$ cat src/rtl/reset_seq_pkg.sv
// Shared types and constants for the reset sequencer.
package reset_seq_pkg;

  typedef enum logic [1:0] {
    HOLD    = 2'b00,
    RELEASE = 2'b01,
    RUN     = 2'b10
  } seq_state_e;

  localparam logic [1:0] CAUSE_EXT  = 2'b00;
  localparam logic [1:0] CAUSE_BTN  = 2'b01;
  localparam logic [1:0] CAUSE_SOFT = 2'b10;

  // Bits needed to hold values 0..max_val.
  function automatic int unsigned cnt_width(input int unsigned max_val);
    int unsigned w;
    w = $clog2(max_val + 1);
    return (w < 1) ? 1 : w;
  endfunction

endpackage

$ cat src/rtl/sync_debounce.sv
// Two-flop synchronizer followed by a stability counter for an active-low button.
module sync_debounce
  import reset_seq_pkg::*;
#(
  parameter int unsigned DEBOUNCE_CYCLES = 16
) (
  input  logic clk,
  input  logic rst_n,
  input  logic din,
  output logic level,
  output logic fall_pulse
);

  localparam int unsigned CW = cnt_width(DEBOUNCE_CYCLES);

  logic          sync1_q, sync2_q;
  logic          level_q, level_d;
  logic [CW-1:0] cnt_q, cnt_d;
  logic          fall_q, fall_d;

  always_ff @(posedge clk or negedge rst_n) begin
    if (!rst_n) begin
      sync1_q <= 1'b1;
      sync2_q <= 1'b1;
    end else begin
      sync1_q <= din;
      sync2_q <= sync1_q;
    end
  end

  always_comb begin
    level_d = level_q;
    cnt_d   = '0;
    fall_d  = 1'b0;
    if (sync2_q != level_q) begin
      if (cnt_q == CW'(DEBOUNCE_CYCLES - 1)) begin
        level_d = sync2_q;
        // Only a released->pressed flip is a press event.
        fall_d  = level_q;
      end else begin
        cnt_d = cnt_q + 1'b1;
      end
    end
  end

  always_ff @(posedge clk or negedge rst_n) begin
    if (!rst_n) begin
      level_q <= 1'b1;
      cnt_q   <= '0;
      fall_q  <= 1'b0;
    end else begin
      level_q <= level_d;
      cnt_q   <= cnt_d;
      fall_q  <= fall_d;
    end
  end

  assign level      = level_q;
  assign fall_pulse = fall_q;

endmodule

$ cat src/rtl/reset_sequencer.sv
// Conditions board, button and soft resets and releases per-domain stage resets
// in index order after a minimum hold.
module reset_sequencer
  import reset_seq_pkg::*;
#(
  parameter int unsigned NUM_STAGES      = 3,
  parameter int unsigned MIN_PULSE       = 8,
  parameter int unsigned STAGE_DELAY     = 4,
  parameter int unsigned DEBOUNCE_CYCLES = 16
) (
  input  logic                  sys_clk,
  input  logic                  sys_reset_n,
  input  logic                  btn_n,
  input  logic                  sw_reset_req,
  output logic [NUM_STAGES-1:0] stage_reset,
  output logic                  all_released,
  output logic [1:0]            reset_cause
);

  localparam int unsigned HW = cnt_width(MIN_PULSE);
  localparam int unsigned DW = cnt_width(STAGE_DELAY);
  localparam int unsigned IW = cnt_width(NUM_STAGES);

  logic rst_meta_q, rst_ok_q;
  logic btn_level, btn_press;

  seq_state_e            state_q, state_d;
  logic [HW-1:0]         hold_cnt_q, hold_cnt_d;
  logic [DW-1:0]         dly_cnt_q, dly_cnt_d;
  logic [IW-1:0]         stage_idx_q, stage_idx_d;
  logic [NUM_STAGES-1:0] stage_reset_q, stage_reset_d;
  logic                  all_rel_q, all_rel_d;
  logic [1:0]            cause_q, cause_d;

  // Assertion is immediate; deassertion is seen by the FSM two edges later.
  always_ff @(posedge sys_clk or negedge sys_reset_n) begin
    if (!sys_reset_n) begin
      rst_meta_q <= 1'b0;
      rst_ok_q   <= 1'b0;
    end else begin
      rst_meta_q <= 1'b1;
      rst_ok_q   <= rst_meta_q;
    end
  end

  sync_debounce #(
    .DEBOUNCE_CYCLES(DEBOUNCE_CYCLES)
  ) u_btn (
    .clk        (sys_clk),
    .rst_n      (sys_reset_n),
    .din        (btn_n),
    .level      (btn_level),
    .fall_pulse (btn_press)
  );

  always_comb begin
    state_d       = state_q;
    hold_cnt_d    = hold_cnt_q;
    dly_cnt_d     = dly_cnt_q;
    stage_idx_d   = stage_idx_q;
    stage_reset_d = stage_reset_q;
    all_rel_d     = all_rel_q;
    cause_d       = cause_q;

    if (rst_ok_q) begin
      unique case (state_q)
        HOLD: begin
          if (!btn_level) begin
            hold_cnt_d = '0;
          end else if (hold_cnt_q == HW'(MIN_PULSE - 1)) begin
            // Stage 0 is released on the same edge the hold ends.
            stage_reset_d = stage_reset_q << 1;
            hold_cnt_d    = '0;
            dly_cnt_d     = '0;
            stage_idx_d   = IW'(1);
            if (NUM_STAGES == 1) begin
              all_rel_d = 1'b1;
              state_d   = RUN;
            end else begin
              state_d = RELEASE;
            end
          end else begin
            hold_cnt_d = hold_cnt_q + 1'b1;
          end
        end
        RELEASE: begin
          if (dly_cnt_q == DW'(STAGE_DELAY - 1)) begin
            dly_cnt_d     = '0;
            stage_reset_d = stage_reset_q << 1;
            stage_idx_d   = stage_idx_q + 1'b1;
            if (stage_idx_q == IW'(NUM_STAGES - 1)) begin
              all_rel_d = 1'b1;
              state_d   = RUN;
            end
          end else begin
            dly_cnt_d = dly_cnt_q + 1'b1;
          end
        end
        RUN: begin
        end
        default: begin
          state_d = HOLD;
        end
      endcase

      // Re-entry overrides the release progress; button outranks soft request.
      if ((state_q != HOLD) && (btn_press || sw_reset_req)) begin
        state_d       = HOLD;
        stage_reset_d = '1;
        all_rel_d     = 1'b0;
        hold_cnt_d    = '0;
        dly_cnt_d     = '0;
        stage_idx_d   = '0;
        cause_d       = btn_press ? CAUSE_BTN : CAUSE_SOFT;
      end
    end
  end

  always_ff @(posedge sys_clk or negedge sys_reset_n) begin
    if (!sys_reset_n) begin
      state_q       <= HOLD;
      hold_cnt_q    <= '0;
      dly_cnt_q     <= '0;
      stage_idx_q   <= '0;
      stage_reset_q <= '1;
      all_rel_q     <= 1'b0;
      cause_q       <= CAUSE_EXT;
    end else begin
      state_q       <= state_d;
      hold_cnt_q    <= hold_cnt_d;
      dly_cnt_q     <= dly_cnt_d;
      stage_idx_q   <= stage_idx_d;
      stage_reset_q <= stage_reset_d;
      all_rel_q     <= all_rel_d;
      cause_q       <= cause_d;
    end
  end

  assign stage_reset  = stage_reset_q;
  assign all_released = all_rel_q;
  assign reset_cause  = cause_q;

endmodule

$ cat config.mk
export PLATFORM = sky130hd
export DESIGN_NAME = reset_sequencer
export DESIGN_NICKNAME = d
export VERILOG_FILES = /design/src/rtl/reset_seq_pkg.sv /design/src/rtl/sync_debounce.sv /design/src/rtl/reset_sequencer.sv
export SDC_FILE = /design/constraint.sdc
export NUM_CORES = 1
export LEC_CHECK = 0
export ABC_AREA = 1
export BUFFER_PORTS_ARGS = -buffer_cell sky130_fd_sc_hd__buf_2
export CELL_PAD_IN_SITES_DETAIL_PLACEMENT = 0
export CELL_PAD_IN_SITES_GLOBAL_PLACEMENT = 1
export CORE_MARGIN = 2
export CORE_UTILIZATION = 47
export CTS_BUF_LIST = sky130_fd_sc_hd__clkbuf_2
export CTS_CLUSTER_SIZE = 40
export DETAILED_ROUTE_END_ITERATION = 10
export GPL_TIMING_DRIVEN = 0
export PLACE_DENSITY_LB_ADDON = 0.1
export SYNTH_ARGS = -nofsm -noshare
export SYNTH_HDL_FRONTEND = slang
export SYNTH_SLANG_ARGS = --single-unit
$ cat constraint.sdc
create_clock -name sys_clk -period 1.7 [get_ports sys_clk]
set_input_delay 0.255 -clock sys_clk [delete_from_list [all_inputs] [get_ports sys_clk]]
set_output_delay 0.255 -clock sys_clk [all_outputs]
set_load 0.01 [all_outputs]
# After elaboration in Yosys (flattened, before gate mapping)
# Index checks and enable logic that the tools add are counted.
# op_classes
add_sub_neg	4
multipliers	0
div_mod_pow	0
order_cmp	0
n_eq_ne	12
shift	0
n_mux	32
bitwise_logic	0
n_reduce_logical	16
# op_table
operator	n
3-bit two-way mux	8
2-bit two-way mux	8
4-bit two-way mux	4
3-bit one-hot mux with 2 select lines	2
5-bit two-way mux	2
2-bit nonzero test	5
3-bit inequality test (second input constant)	3
4-bit AND reduction	2
1-bit two-way mux	6
2-bit one-hot mux with 3 select lines	1
2-bit AND reduction	3
6-bit AND reduction	1
5-bit by 1-bit adder with 5-bit output (second input constant)	1
5-bit by 4-bit equality test with 1-bit output (second input constant)	1
5-bit AND reduction	1
4-bit by 1-bit adder with 4-bit output (second input constant)	1
2-bit equality test (second input constant)	2
4-bit by 3-bit equality test with 1-bit output (second input constant)	1
2-bit one-hot mux with 2 select lines	1
3-bit by 1-bit adder with 3-bit output (second input constant)	1
3-bit by 2-bit equality test with 1-bit output (second input constant)	1
3-bit by 2-bit inequality test with 1-bit output (second input constant)	1
3-bit nonzero test	1
2-bit by 1-bit adder with 2-bit output (second input constant)	1
6 further kinds	6
# totals
ff_bits	28
latchBits	0
ramBits	0
rom_bits	0
output_inout_bits	6
n_memories	0

# Logic depth before layout (Yosys ltp)
# Gate-level depths: netlist of run 1.
# logic_depth
ltp_word	5
ltp_mapped	8

# Cells and area by module
# A second synthesis of run 1 with hierarchy kept.
# hier_totals
cells_unflattened	168
area_unflattened_um2	1400.1
# modules_own_cells
mod	n_inst	cells_per_inst	area_per_inst_um2	seq_area_each_um2
reset_sequencer	1	130	1041.0	479.2
sync_debounce	1	38	359.1	229.0

# Worst setup path after synthesis of run 1
# OpenSTA, ideal clock, no wires.
# synth_timing
kind	reg-to-reg
startpoint	register u_btn.level_q, in the netlist u_btn.level
endpoint	register stage_idx_q[1]
arrival_time_ns	1.082
required_time_ns	1.583
setup_slack_ns	0.501
stages_incl_launch_ff	8
n_path_buf	0
path_cell_list	dfstp_2 -> inv_1 -> nand2_2 -> nand2_2 -> nor2_4 -> nand2_4 -> nand2_1 -> nand2_1
# synth_between
elab_chain_cells	2
# synth_lines
item	line	source
start: declaration	sync_debounce.sv:17	logic level_q, level_d;
start signal: assignment	sync_debounce.sv:52	level_q <= level_d;
3-bit by 2-bit inequality test with 1-bit output (no source line)	--	
5-bit AND reduction (no source line)	--	
end signal: assignment	reset_sequencer.sv:132	stage_idx_q <= stage_idx_d;
end: declaration	reset_sequencer.sv:30	logic [IW-1:0] stage_idx_q, stage_idx_d;
# No other way between the ends.
# A chain may end at the register's enable or synchronous reset.

# Worst setup path in the final report of run 1
# layout_timing
startpoint	register hold_cnt_q[0]
endpoint	register stage_idx_q[0]
# layout_between
elab_chain_cells	3
# layout_lines
item	line	source
start: declaration	reset_sequencer.sv:28	logic [HW-1:0] hold_cnt_q, hold_cnt_d;
start signal: assignment	reset_sequencer.sv:130	hold_cnt_q <= hold_cnt_d;
4-bit by 3-bit equality test with 1-bit output	reset_sequencer.sv:70	end else if (hold_cnt_q == HW'(MIN_PULSE - 1)) begin
3-bit inequality test (no source line)	--	
5-bit AND reduction (no source line)	--	
# No other way between the ends.

==> results of run 1 <==
==> cell type report <==
class | instances | share of cell area (%)
tap | 31 | 2.585
clock buffer | 3 | 1.001
timing repair buffer | 11 | 4.337
multi-input combinational | 105 | 38.37
clock inverter | 1 | 2.002
sequential | 28 | 47.21
inverter | 18 | 4.504
==> final timing paths <==
path	start	endpoint	slack [ps]	depth (start not counted)
hold / removal	u_btn.sync1_q	u_btn.sync2_q	370	0
hold reg to reg	u_btn.sync1_q	u_btn.sync2_q	370	0
setup / recovery	hold_cnt_q[0]	stage_idx_q[0]	320	8
setup reg to reg	hold_cnt_q[0]	stage_idx_q[0]	320	8
min in group asynchronous	sys_reset_n	hold_cnt_q[3]	390	2
max in group asynchronous	sys_reset_n	stage_reset[1]	920	2
==> stage by stage <==
step	util (%)	hold slack, ps	power [mW]	std cells	setup slack [ps]
global placement	52.49	301.4	0.7389	191	379.6
global route	54.87	351.7	1.181	197	176.4
floorplan	-	-40.59	0.7175	151	501.2
finish	54.87	374.9	1.123	197	322.8
detailed placement	52.49	306.1	0.7399	191	359.7
CTS	54.87	346.0	1.151	197	307.8
==> placed cells by master (no fill, tap or decap) <==
cell type / instances
a21oi_1: 2
dfstp_2: 6
inv_2: 1
a21oi_4: 1
xor2_1: 2
nor3_1: 3
nand2_2: 8
o21ai_2: 1
or2_1: 2
buf_2: 9
xnor2_1: 1
conb_1: 1
dfrtp_1: 22
o21ai_0: 4
and3_1: 1
dlygate4sd3_1: 2
o21ai_1: 1
nor2_2: 3
nand3_1: 8
nand2_1: 37
nand3b_1: 1
clkbuf_2: 3
ha_1: 4
nand4_1: 5
o21a_1: 1
nor2_4: 3
nand2_4: 1
bufinv_16: 1
nor2_1: 14
nand3_2: 1
inv_1: 17
==> cell families after synthesis <==
logic type / share of synthesized area [%]
AND/OR/NAND/NOR: 31.67
flip-flops: 52.41
XOR/XNOR: 1.945
AO/OA/AOI/OAI: 5.000
other: 0.2775
adder cells (fa/ha/maj): 3.704
buffers and inverters: 5.000
==> cells in the mapped netlist <==
| cell type | n | area share [%] |
|---|---|---|
| nor2_2 | 3 | 1.4 |
| o21ai_1 | 1 | 0.37 |
| nand3_2 | 1 | 0.74 |
| nand3_1 | 8 | 3.0 |
| o21ai_2 | 1 | 0.65 |
| nand3b_1 | 1 | 0.56 |
| or2_1 | 2 | 0.93 |
| nor2_4 | 3 | 2.5 |
| and3_1 | 1 | 0.46 |
| o21a_1 | 1 | 0.56 |
| nand4_1 | 5 | 2.3 |
| inv_2 | 1 | 0.28 |
| xor2_1 | 2 | 1.3 |
| a21oi_4 | 1 | 1.2 |
| a21oi_1 | 2 | 0.74 |
| inv_1 | 17 | 4.7 |
| o21ai_0 | 4 | 1.5 |
| nand2_4 | 1 | 0.83 |
| nor2_1 | 14 | 3.9 |
| ha_1 | 4 | 3.7 |
| nor3_1 | 3 | 1.1 |
| dfstp_2 | 6 | 12 |
| nand2_2 | 8 | 3.7 |
| conb_1 | 1 | 0.28 |
| xnor2_1 | 1 | 0.65 |
| nand2_1 | 37 | 10 |
| dfrtp_1 | 22 | 41 |
==> power groups by stage <==
stage                     Combinational [mW]  Sequential, mW  Clock [mW]
after global placement                0.0406           0.698           0
after floorplan                       0.0204           0.697           0
after CTS                             0.0449           0.689       0.417
final                                 0.0432           0.688       0.392
after detailed placement              0.0414           0.698           0
after global routing                  0.0498           0.690       0.441
==> flip-flops by register name (all words and copies together), names as in the netlist <==
signal	cells
all_released	1
u_btn.level	1
state_q	2
rst_meta_q	1
u_btn.sync2_q	1
reset_cause	2
dly_cnt_q	3
hold_cnt_q	4
stage_reset	3
stage_idx_q	2
u_btn.sync1_q	1
u_btn.cnt_q	5
rst_ok_q	1
u_btn.fall_pulse	1
==> metal layers <==
layer | vias up | routed length, µm | global-route usage (%)
li1 | 506 | - | -
met1 | 436 | 1097 | 20.03
met2 | 16 | 944 | 23.54
met3 | 4 | 78 | 3.125
met4 | 0 | 32 | 6.977
met5 | - | 0 | 0
==> impl_results.md, run 1 <==
* Status: finished, final reports clean
* Number of global-route vias before repair at 925
* Post-Layout Inst Area at roughly 1500 µm²
* Clock sink count at 28
* First-pass DRT Iterations at 4
* Critical path, cell by cell: ha_1 -> nand3_2 -> nand2_1 -> nand2_2 -> nor2_4 -> nand2_4 -> nand2_1 -> nand2_1
* Vias per Instance at 4.883
* Number of buffers created by CTS at 3
* Reg area at 708.2 µm²
* Die Span Y at 57.62 µm
* Post-CTS sizing at 0
* FF+latch count, synth at 28
* Antenna-violating nets left at 0
* Input/output buffers at 9
* Minimum clock period at 1377 ps
* N_diodes at 0
* Die area at 3320 µm²
* Critical path class: reg2reg
* Crit path max-delay family: simple AND/OR/NAND/NOR gates
* Share of cells above drive strength 1 at between 20 and 25%
* GPL Wtd Cong at 0.7806
* Worst setup SP type: flip-flop
* Initial antenna violation count at 0
* Area growth from synthesis to layout at 11.02%
* Final setup violation count at 0
* Number of DRC markers in iteration 0 at 40
* Clock Pin Slew Worst Setup and Hold Paths at 250 ps
* CP max stage delay at 420 ps
* Mapped Cells at 151
* Min-delay worst type: reg2reg
* Critical Path RT at 1990 ps
* Clock latency on the worst-skew pair at 350 ps
* Critical Path End Type: flip-flop
* Clock power share at 34.9%
* Static leakage at just under 0.8 nW
* Area of the multi-input gates at 575.6 µm²
* Relative slew slack at between 50% and 60%
* IO Pins at 10
* Register area share after synthesis at between 50% and 60%
* Combinational share of power at 3.8%
* Max Clk Rate at 726.1 MHz
* Postcts setup bufs at 0
* Largest net degree at the start of global routing at 29
* Final Skew at between 5 and 6 ps
* FP Rows at 19
* Worst path bufs/invs at 0
* # nets final at 175
* Max-Cap Viols at 0
* DR WL/cell at roughly 11 µm
* DP HPWL at 1.611 mm
* Maximum vdd drop at 0.5087 mV
* Distinct cells, synth at 27
* Initial Utilization at 49.43%
* Sw Pwr at 0.2255 mW
* Remaining Overflow, GRT at 0
* Residual DRC count at 0
* Tcrit/Tclk final at around four fifths
* CP max FO at 7
* Synth Warn # at 0
* Core Footprint at 2734 µm²
* Crit path DAT at 1660 ps
* Crit-path slowest cell: dfrtp_1
* Synthesized area per cell at 8.949 µm²
* CP dominant cell by count: nand2_1
* Clk root buf: clkbuf_2
* Sw Share at between 20% and 30%
* Routed wire length at 2.152 mm
* FILL cells at 255
* Internal power at 0.8972 mW
* Worst-Margin Slew at 606.4 ps
* Post-Synthesis Cell Area at 1351 µm²
* Max-slew violations at 0
* Unrepaired setup endpoints after global routing: false
* Global Route Usage Sum at 15.01%
* DR vias at just under 1000
* CTS tree: built
* Placed Area at around 1400 µm²
* Net Count, Synth at 159
* Post-route setup TNS at 0 ps
* Final Hold Violating Endpoints at 0
* H-Tree Depth at 1
* Wire length of the first global-routing pass at between 3 and 4 mm
* Quantity of hold-fixing buffers added after cts at 2
* Die width at ~58 µm
* PwrDens at 748.4 nW/µm²
* Clock buffer depth at 2
* Seq pwr share at 61.3%
Note: power is estimated with default switching activity, not from simulation.
==> run 2, diff against run 1 <==
--- a/config.mk
+++ b/config.mk
@@ -5,12 +5,12 @@
 export SDC_FILE = /design/constraint.sdc
 export NUM_CORES = 1
 export LEC_CHECK = 0
-export ABC_AREA = 1
+export ABC_AREA = 0
 export BUFFER_PORTS_ARGS = -buffer_cell sky130_fd_sc_hd__buf_2
 export CELL_PAD_IN_SITES_DETAIL_PLACEMENT = 0
 export CELL_PAD_IN_SITES_GLOBAL_PLACEMENT = 1
 export CORE_MARGIN = 2
-export CORE_UTILIZATION = 47
+export CORE_UTILIZATION = 44
 export CTS_BUF_LIST = sky130_fd_sc_hd__clkbuf_2
 export CTS_CLUSTER_SIZE = 40
 export DETAILED_ROUTE_END_ITERATION = 10
==> constraint.sdc (replaced) <==
create_clock -name sys_clk -period 1.2 [get_ports sys_clk]
set_input_delay 0.18 -clock sys_clk [delete_from_list [all_inputs] [get_ports sys_clk]]
set_output_delay 0.18 -clock sys_clk [all_outputs]
set_load 0.01 [all_outputs]
==> run 2 against run 1 <==
Against the previous run: the run now ends with setup timing left; clock power rose by 47%; routed wire length rose by 31%; die area grew 1.6%.
==> impl_results.md, run 2 <==
* Synth Warn # at 0 (unchanged)
* Mapped Cells at 119 (was 151)
* Post-synth EDFFs at 0 (unchanged)
* DR WL/cell at 15.18 µm (was 10.92 µm)
* Core Footprint at 2758 µm² (was 2734 µm²)
* Relative slew slack at 58.58% (was 59.57%)
* Clock sink count at 28 (unchanged)
* GPL Wtd Cong at 0.7553 (was 0.7806)
* CTS tree: built (unchanged)
* Max-slew violations at 0 (unchanged)
* Worst Reg2Reg Path Length in Cells at 5 (was 8)
* # nets final at 163 (was 175)
* Total power at 2.049 mW (was 1.123 mW)
* Distinct cells, synth at 41 (was 27)
* Final setup violation count at 19 (was 0)
* Worst path bufs/invs at 1 (was 0)
* Register area share after synthesis at 55.06% (was 52.41%)
* FF-to-FF Start: state_q[0] (was hold_cnt_q[0])
* Largest register by flop count: u_btn.cnt_q (unchanged)
* Status: complete, but fails checks (was finished, final reports clean)
* Die area at 3372 µm² (was 3320 µm²)
* Largest net degree at the start of global routing at 29 (unchanged)
* CP endpoint: stage_reset[1] (was stage_idx_q[0])
* Clock buffer depth at 2 (unchanged)
* Final Skew at 1.021 ps (was 5.451 ps)
* Worst setup SP type: flip-flop (unchanged)
* Seq pwr share at 51.4% (was 61.3%)
* Die Span Y at 58.07 µm (was 57.62 µm)
* Sw Share at 25.56% (was 20.08%)
* PwrDens at 1115 nW/µm² (was 748.4 nW/µm²)
* Reg area at 711.9 µm² (was 708.2 µm²)
* CP Depth at 5 (was 8)
* Unrepaired setup endpoints after global routing: true (was false)
* Clock power share at 28.1% (was 34.9%)
* Max Clk Rate at 675.6 MHz (was 726.1 MHz)
* Failing checks: setup timing
* Die width at 58.07 µm (was 57.62 µm)
* Final worst slack at -280.1 ps (was 322.8 ps)
* Final std cells w/o fill at 185 (was 197)
* Maximum vdd drop at 0.7975 mV (was 0.5087 mV)
* Final Hold Violating Endpoints at 0 (unchanged)
* RR Endpoint: stage_reset[1] (was stage_idx_q[0])
* Internal power at 1.525 mW (was 0.8972 mW)
* Vias per Instance at 5.470 (was 4.883)
* Crit-path slowest cell: dfrtp_2 (was dfrtp_1)
* Critical path, cell by cell: or2_1 -> buf_6 -> o21a_1 -> a21boi_4 -> o22a_1 (was ha_1 -> nand3_2 -> nand2_1 -> nand2_2 -> nor2_4 -> nand2_4 -> nand2_1 -> nand2_1)
* Post-layout util at 66.65% (was 54.87%)
* H-Tree Depth at 1 (unchanged)
* FP Rows at 19 (unchanged)
* Input/output buffers at 9 (unchanged)
* Top cells by area, synth: dfrtp_1 43%, dfstp_2 12%, ha_1 3.9%, nand3_1 3.5%, o21ai_0 3.5% (was dfrtp_1 41%, dfstp_2 12%, nand2_1 10%, inv_1 4.7%, nor2_1 3.9%)
* Worst Setup SP: state_q[0] (was hold_cnt_q[0])
* Worst-Margin Slew at 621.2 ps (was 606.4 ps)
* Clock latency on the worst-skew pair at 360 ps (was 350 ps)
* Ys flop type: dfrtp_1 (unchanged)
* DR vias at 1012 (was 962)
* Critical Path End Type: flip-flop (unchanged)
* CP max FO at 5 (was 7)
* Static leakage at 0.8258 nW (was 0.7759 nW)
* Remaining Overflow, GRT at 0 (unchanged)
* Commonest cells after routing, fill and taps aside: 19 x dfrtp_1, 18 x buf_4, 8 x inv_1 (was 37 x nand2_1, 22 x dfrtp_1, 17 x inv_1)
* Yosys top cell area share at 42.80% (was 40.74%)
* Number of buffers created by CTS at 3 (unchanged)
* Post-Layout Inst Area at 1838 µm² (was 1500 µm²)
* Placed Area at 1379 µm² (was 1435 µm²)
* Area growth from synthesis to layout at 42.90% (was 11.02%)
* Antenna-violating nets left at 0 (unchanged)
* Post-synth top cells: 22 x dfrtp_1, 9 x nand2_1, 9 x nand3_1, 9 x o21ai_0, 8 x inv_1 (was 37 x nand2_1, 22 x dfrtp_1, 17 x inv_1)
* Critical path class: reg2reg (unchanged)
* DP Cell Count at 159 (was 191)
* DP HPWL at 1.625 mm (was 1.611 mm)
* Routed wire length at 2.809 mm (was 2.152 mm)
* Crit path DAT at 1820 ps (was 1660 ps)
* First-pass DRT Iterations at 4 (unchanged)
* Tcrit/Tclk final at 123.3% (was 81.01%)
* Min-delay src: sw_reset_req (was u_btn.sync1_q)
* Number of global-route vias before repair at 979 (was 925)
* Worst reg2reg setup slack at -280 ps (was 320 ps)
* Count leader, synth: dfrtp_1 (was nand2_1)
* FILL cells at 211 (was 255)
* Net Count, Synth at 127 (was 159)
* Number of DRC markers in iteration 0 at 23 (was 40)
* Max-Cap Viols at 0 (unchanged)
* Post-Synthesis Cell Area at 1286 µm² (was 1351 µm²)
* CP max stage delay at 500 ps (was 420 ps)
* Crit path max-delay family: compound AO/OA/AOI/OAI gates (was simple AND/OR/NAND/NOR gates)
* Global Route Usage Sum at 16.42% (was 15.01%)
* IO Pins at 10 (unchanged)
* N_diodes at 0 (unchanged)
* FF+latch count, synth at 28 (unchanged)
* Sw Pwr at 0.5239 mW (was 0.2255 mW)
* Share of cells above drive strength 1 at 48.70% (was 22.89%)
* Minimum clock period at 1480 ps (was 1377 ps)
* Commonest non-fill, non-tap cell in the layout: dfrtp_1 (was nand2_1)
* Initial antenna violation count at 0 (unchanged)
* Min-delay worst type: in2reg (was reg2reg)
* Synthesized area per cell at 10.81 µm² (was 8.949 µm²)
* Worst slack, placed at -332.6 ps (was 359.7 ps)
* Initial Utilization at 46.64% (was 49.43%)
* Combinational share of power at 20.5% (was 3.8%)
* Area of the multi-input gates at 708.2 µm² (was 575.6 µm²)
* Clk root buf: clkbuf_2 (unchanged)
* Max reg flops at 5 (unchanged)
* Wire length of the first global-routing pass at 4.264 mm (was 3.870 mm)
* Critical Path RT at 1540 ps (was 1990 ps)
* Asr flop ratio synth at 100.0% (unchanged)
* Residual DRC count at 0 (unchanged)
* Clock Pin Slew Worst Setup and Hold Paths at 270 ps (was 250 ps)
* Top Registers: u_btn.cnt_q: 5 flops, hold_cnt_q: 4 flops (unchanged)
* Cell taking the most area after synthesis: dfrtp_1 (unchanged)
[run 2: layer usage]
layer  vias up  share of wire [%]  track usage, %  wire length (µm)
li1        494                  -               -                 -
met1       498                 42           21.13              1178
met2        14                 54           27.92              1503
met3         6                2.3           2.232                64
met4         0                2.2           6.645                62
met5         -                  0               0                 0
[run 2: layout make-up]
class | instances | area share, %
buffer | 2 | 0.8850
clock buffer | 3 | 0.8169
tap | 31 | 2.110
multi-input combinational | 78 | 38.53
inverter | 8 | 1.634
sequential | 28 | 38.73
timing repair buffer | 34 | 15.66
clock inverter | 1 | 1.634
[run 2: kinds of logic after synthesis]
family	share of synthesized area, %
other	0.2915
XOR/XNOR	2.043
flip-flops	55.06
adder cells (fa/ha/maj)	3.891
buffers and inverters	4.572
AND/OR/NAND/NOR	16.83
multiplexers	0.8754
AO/OA/AOI/OAI	16.44
[run 2: repair_timing]
action,4_1_cts,5_1_grt
endpoints found under the setup margin,24,25
hold buffers,2,0
endpoints found under the hold margin,23,0
gates resized for setup,27,27
buffers inserted,16,8
pin swaps,9,18
[run 2: power groups by stage]
stage	combinational, mW	sequential [mW]	clock, mW
after global routing	0.456	1.06	0.625
after floorplan	0.137	1.06	0
after CTS	0.309	1.05	0.588
final	0.420	1.05	0.576
after detailed placement	0.211	1.06	0
after global placement	0.208	1.05	0
[run 2: tightest hold or removal path, cell delays in order]
cell     delay (ps)
buf_2           140
nand3_2          90
a32oi_2          50
[run 2: per-stage QoR]
step | hold slack (ps) | setup TNS (ps)
final | 86.29 | -2894
after CTS | 93.59 | -2504
after detailed placement | 229.0 | -3704
after floorplan | -115.6 | -1307
after global placement | 220.3 | -3526
after global routing | 66.09 | -4011
[run 2: how the worst min path moves through the flow]
stage,endpoint,slack (ps),depth (start not counted)
final,reset_cause[1],90,3
after global routing,reset_cause[1],70,3
after CTS,reset_cause[1],90,3
after detailed placement,dly_cnt_q[2],230,1
after global placement,dly_cnt_q[2],220,1
after floorplan,all_released,-120,0
==> run 3, diff against run 2 <==
--- a/config.mk
+++ b/config.mk
@@ -15,7 +15,7 @@
 export CTS_CLUSTER_SIZE = 40
 export DETAILED_ROUTE_END_ITERATION = 10
 export GPL_TIMING_DRIVEN = 0
-export PLACE_DENSITY_LB_ADDON = 0.1
+export PLACE_DENSITY = 0.84
 export SYNTH_ARGS = -nofsm -noshare
 export SYNTH_HDL_FRONTEND = slang
 export SYNTH_SLANG_ARGS = --single-unit
==> run 3 against run 2 <==
Against the previous run: the run still ends with setup timing left; routed wire length down 4.0%; sequential power is essentially flat; cell count is 1.1% lower; worst hold slack improved by 5.9 ps; clock-buffer cell count unchanged; clock skew increased by 20 ps; sequential cell count unchanged; non-clock buffer count down 2; critical path type unchanged; total power down 2.9%; combinational power is 12% lower; maximum frequency increased by 1.7%.
==> impl_results.md, run 3 (synthesis gave the netlist of run 2 again) <==
* Status: complete, but fails checks (unchanged)
* Failing checks: setup timing (unchanged)
* Top Registers: u_btn.cnt_q: 5 flops, hold_cnt_q: 4 flops (unchanged)
* Wire length of the first global-routing pass at 4.360 mm (was 4.264 mm)
* Core Footprint at 2758 µm² (unchanged)
* First-pass DRT Iterations at 4 (unchanged)
* Worst-Margin Slew at 611.0 ps (was 621.2 ps)
* Clock sink count at 28 (unchanged)
* PwrDens at 1148 nW/µm² (was 1115 nW/µm²)
* Worst setup SP type: flip-flop (unchanged)
* Input/output buffers at 9 (unchanged)
* Final setup violation count at 21 (was 19)
* Area growth from synthesis to layout at 34.73% (was 42.90%)
* Post-layout util at 62.84% (was 66.65%)
* Clk root buf: clkbuf_2 (unchanged)
* Clock latency on the worst-skew pair at 370 ps (was 360 ps)
* CP max FO at 5 (unchanged)
* Max-Cap Viols at 0 (unchanged)
* DR WL/cell at 14.74 µm (was 15.18 µm)
* Number of global-route vias before repair at 976 (was 979)
* GPL Wtd Cong at 0.8883 (was 0.7553)
* Number of buffers created by CTS at 3 (unchanged)
* Tcrit/Tclk final at 121.3% (was 123.3%)
* Final Skew at 20.56 ps (was 1.021 ps)
* Antenna-violating nets left at 0 (unchanged)
* N_diodes at 0 (unchanged)
* Maximum vdd drop at 0.8171 mV (was 0.7975 mV)
* Final worst slack at -255.0 ps (was -280.1 ps)
* Residual DRC count at 0 (unchanged)
* Commonest non-fill, non-tap cell in the layout: dfrtp_1 (unchanged)
* Commonest cells after routing, fill and taps aside: 19 x dfrtp_1, 18 x buf_4, 8 x inv_1, 8 x nand2_1 (was 19 x dfrtp_1, 18 x buf_4, 8 x inv_1)
* Number of DRC markers in iteration 0 at 27 (was 23)
* Critical path class: reg2reg (unchanged)
* Post-route setup TNS at -2948 ps (was -2894 ps)
* Vias per Instance at 5.557 (was 5.470)
* WHS at 92.22 ps (was 86.29 ps)
* # nets final at 161 (was 163)
* Largest net degree at the start of global routing at 29 (unchanged)
* Routed wire length at 2.698 mm (was 2.809 mm)
* Max Clk Rate at 687.3 MHz (was 675.6 MHz)
* H-Tree Depth at 1 (unchanged)
* Largest register by flop count: u_btn.cnt_q (unchanged)
* DP Cell Count at 159 (unchanged)
* Clock buffer depth at 2 (unchanged)
* IO Pins at 10 (unchanged)
* Initial antenna violation count at 0 (unchanged)
* Final Hold Violating Endpoints at 0 (unchanged)
* Static leakage at 0.7901 nW (was 0.8258 nW)
* Min-delay worst type: in2reg (unchanged)
* Clock Pin Slew Worst Setup and Hold Paths at 280 ps (was 270 ps)
* DR vias at 1017 (was 1012)
* Critical Path End Type: flip-flop (unchanged)
* Critical Path RT at 1490 ps (was 1540 ps)
* Global Route Usage Sum at 16.86% (was 16.42%)
* Unrepaired setup endpoints after global routing: true (unchanged)
* Die area at 3372 µm² (unchanged)
* Relative slew slack at 59.26% (was 58.58%)
* FP Rows at 19 (unchanged)
* Max-slew violations at 0 (unchanged)
* Remaining Overflow, GRT at 0 (unchanged)
* Post-Layout Inst Area at 1733 µm² (was 1838 µm²)
* Placed Area at 1379 µm² (unchanged)
* Minimum clock period at 1455 ps (was 1480 ps)
* Share of cells above drive strength 1 at 44.08% (was 48.70%)
* CTS tree: built (unchanged)
* DP HPWL at 1.645 mm (was 1.625 mm)
* Die Span Y at 58.07 µm (unchanged)
* Crit path DAT at 1740 ps (was 1820 ps)
* Final std cells w/o fill at 183 (was 185)
* Max reg flops at 5 (unchanged)
* Die width at 58.07 µm (unchanged)
* Initial Utilization at 46.64% (unchanged)
[run 3: timing repair]
action | CTS | global route
gates resized for setup | 24 | 16
endpoints found under the hold margin | 23 | 0
hold buffers | 2 | 0
pin swaps | 6 | 9
buffers inserted | 12 | 8
setup endpoints to repair | 24 | 25
[run 3: layer usage]
| metal | GRT usage, % | part of all wire (%) | up-vias |
|---|---|---|---|
| met5 | 0 | 0 | - |
| met4 | 6.312 | 0.70 | 0 |
| met3 | 2.009 | 1.8 | 2 |
| met2 | 28.57 | 50 | 9 |
| met1 | 22.17 | 47 | 514 |
| li1 | - | - | 492 |
[run 3: area by class of cell]
| class | instances | area [µm²] |
|---|---|---|
| inverters | 8 | 30.03 |
| clock buffers | 3 | 15.01 |
| clock inverters | 1 | 30.03 |
| multi-input cells | 78 | 635.6 |
| well taps | 31 | 38.79 |
| flip-flops and latches | 28 | 711.9 |
| repair buffers | 31 | 241.5 |
| plain buffers | 3 | 30.03 |
| fillers | 222 | 1025 |
[run 3: metrics by stage]
| step | total power, mW | setup WS, ps |
|---|---|---|
| detailed placement | 1.269 | -340.0 |
| floorplan | 1.193 | -193.6 |
| global placement | 1.258 | -304.5 |
| finish | 1.990 | -255.0 |
| CTS | 1.943 | -271.0 |
| global route | 2.082 | -304.7 |
[run 3: final timing paths]
check                              start              to  slack, ps  cells past startpoint
max                         dly_cnt_q[0]  stage_idx_q[0]       -260                      5
min                         sw_reset_req  reset_cause[1]         90                      3
min in group asynchronous    sys_reset_n  reset_cause[0]        290                      2
max in group asynchronous    sys_reset_n        rst_ok_q        460                      2
max reg2reg                 dly_cnt_q[0]  stage_idx_q[0]       -260                      5
min reg2reg                u_btn.sync1_q   u_btn.sync2_q        380                      0
[run 3: worst max-delay path, cell delays in order (launching register included)]
cell and delay (ps):
dfrtp_1 450, ha_1 220, nor2b_1 160, and3_4 200, a311oi_1 260, a41oi_1 80
[run 3: power breakdown]
| group | internal, mW | switching, mW |
|---|---|---|
| clock | 0.287 | 0.285 |
| sequential | 1.01 | 0.0435 |
| combinational | 0.195 | 0.174 |
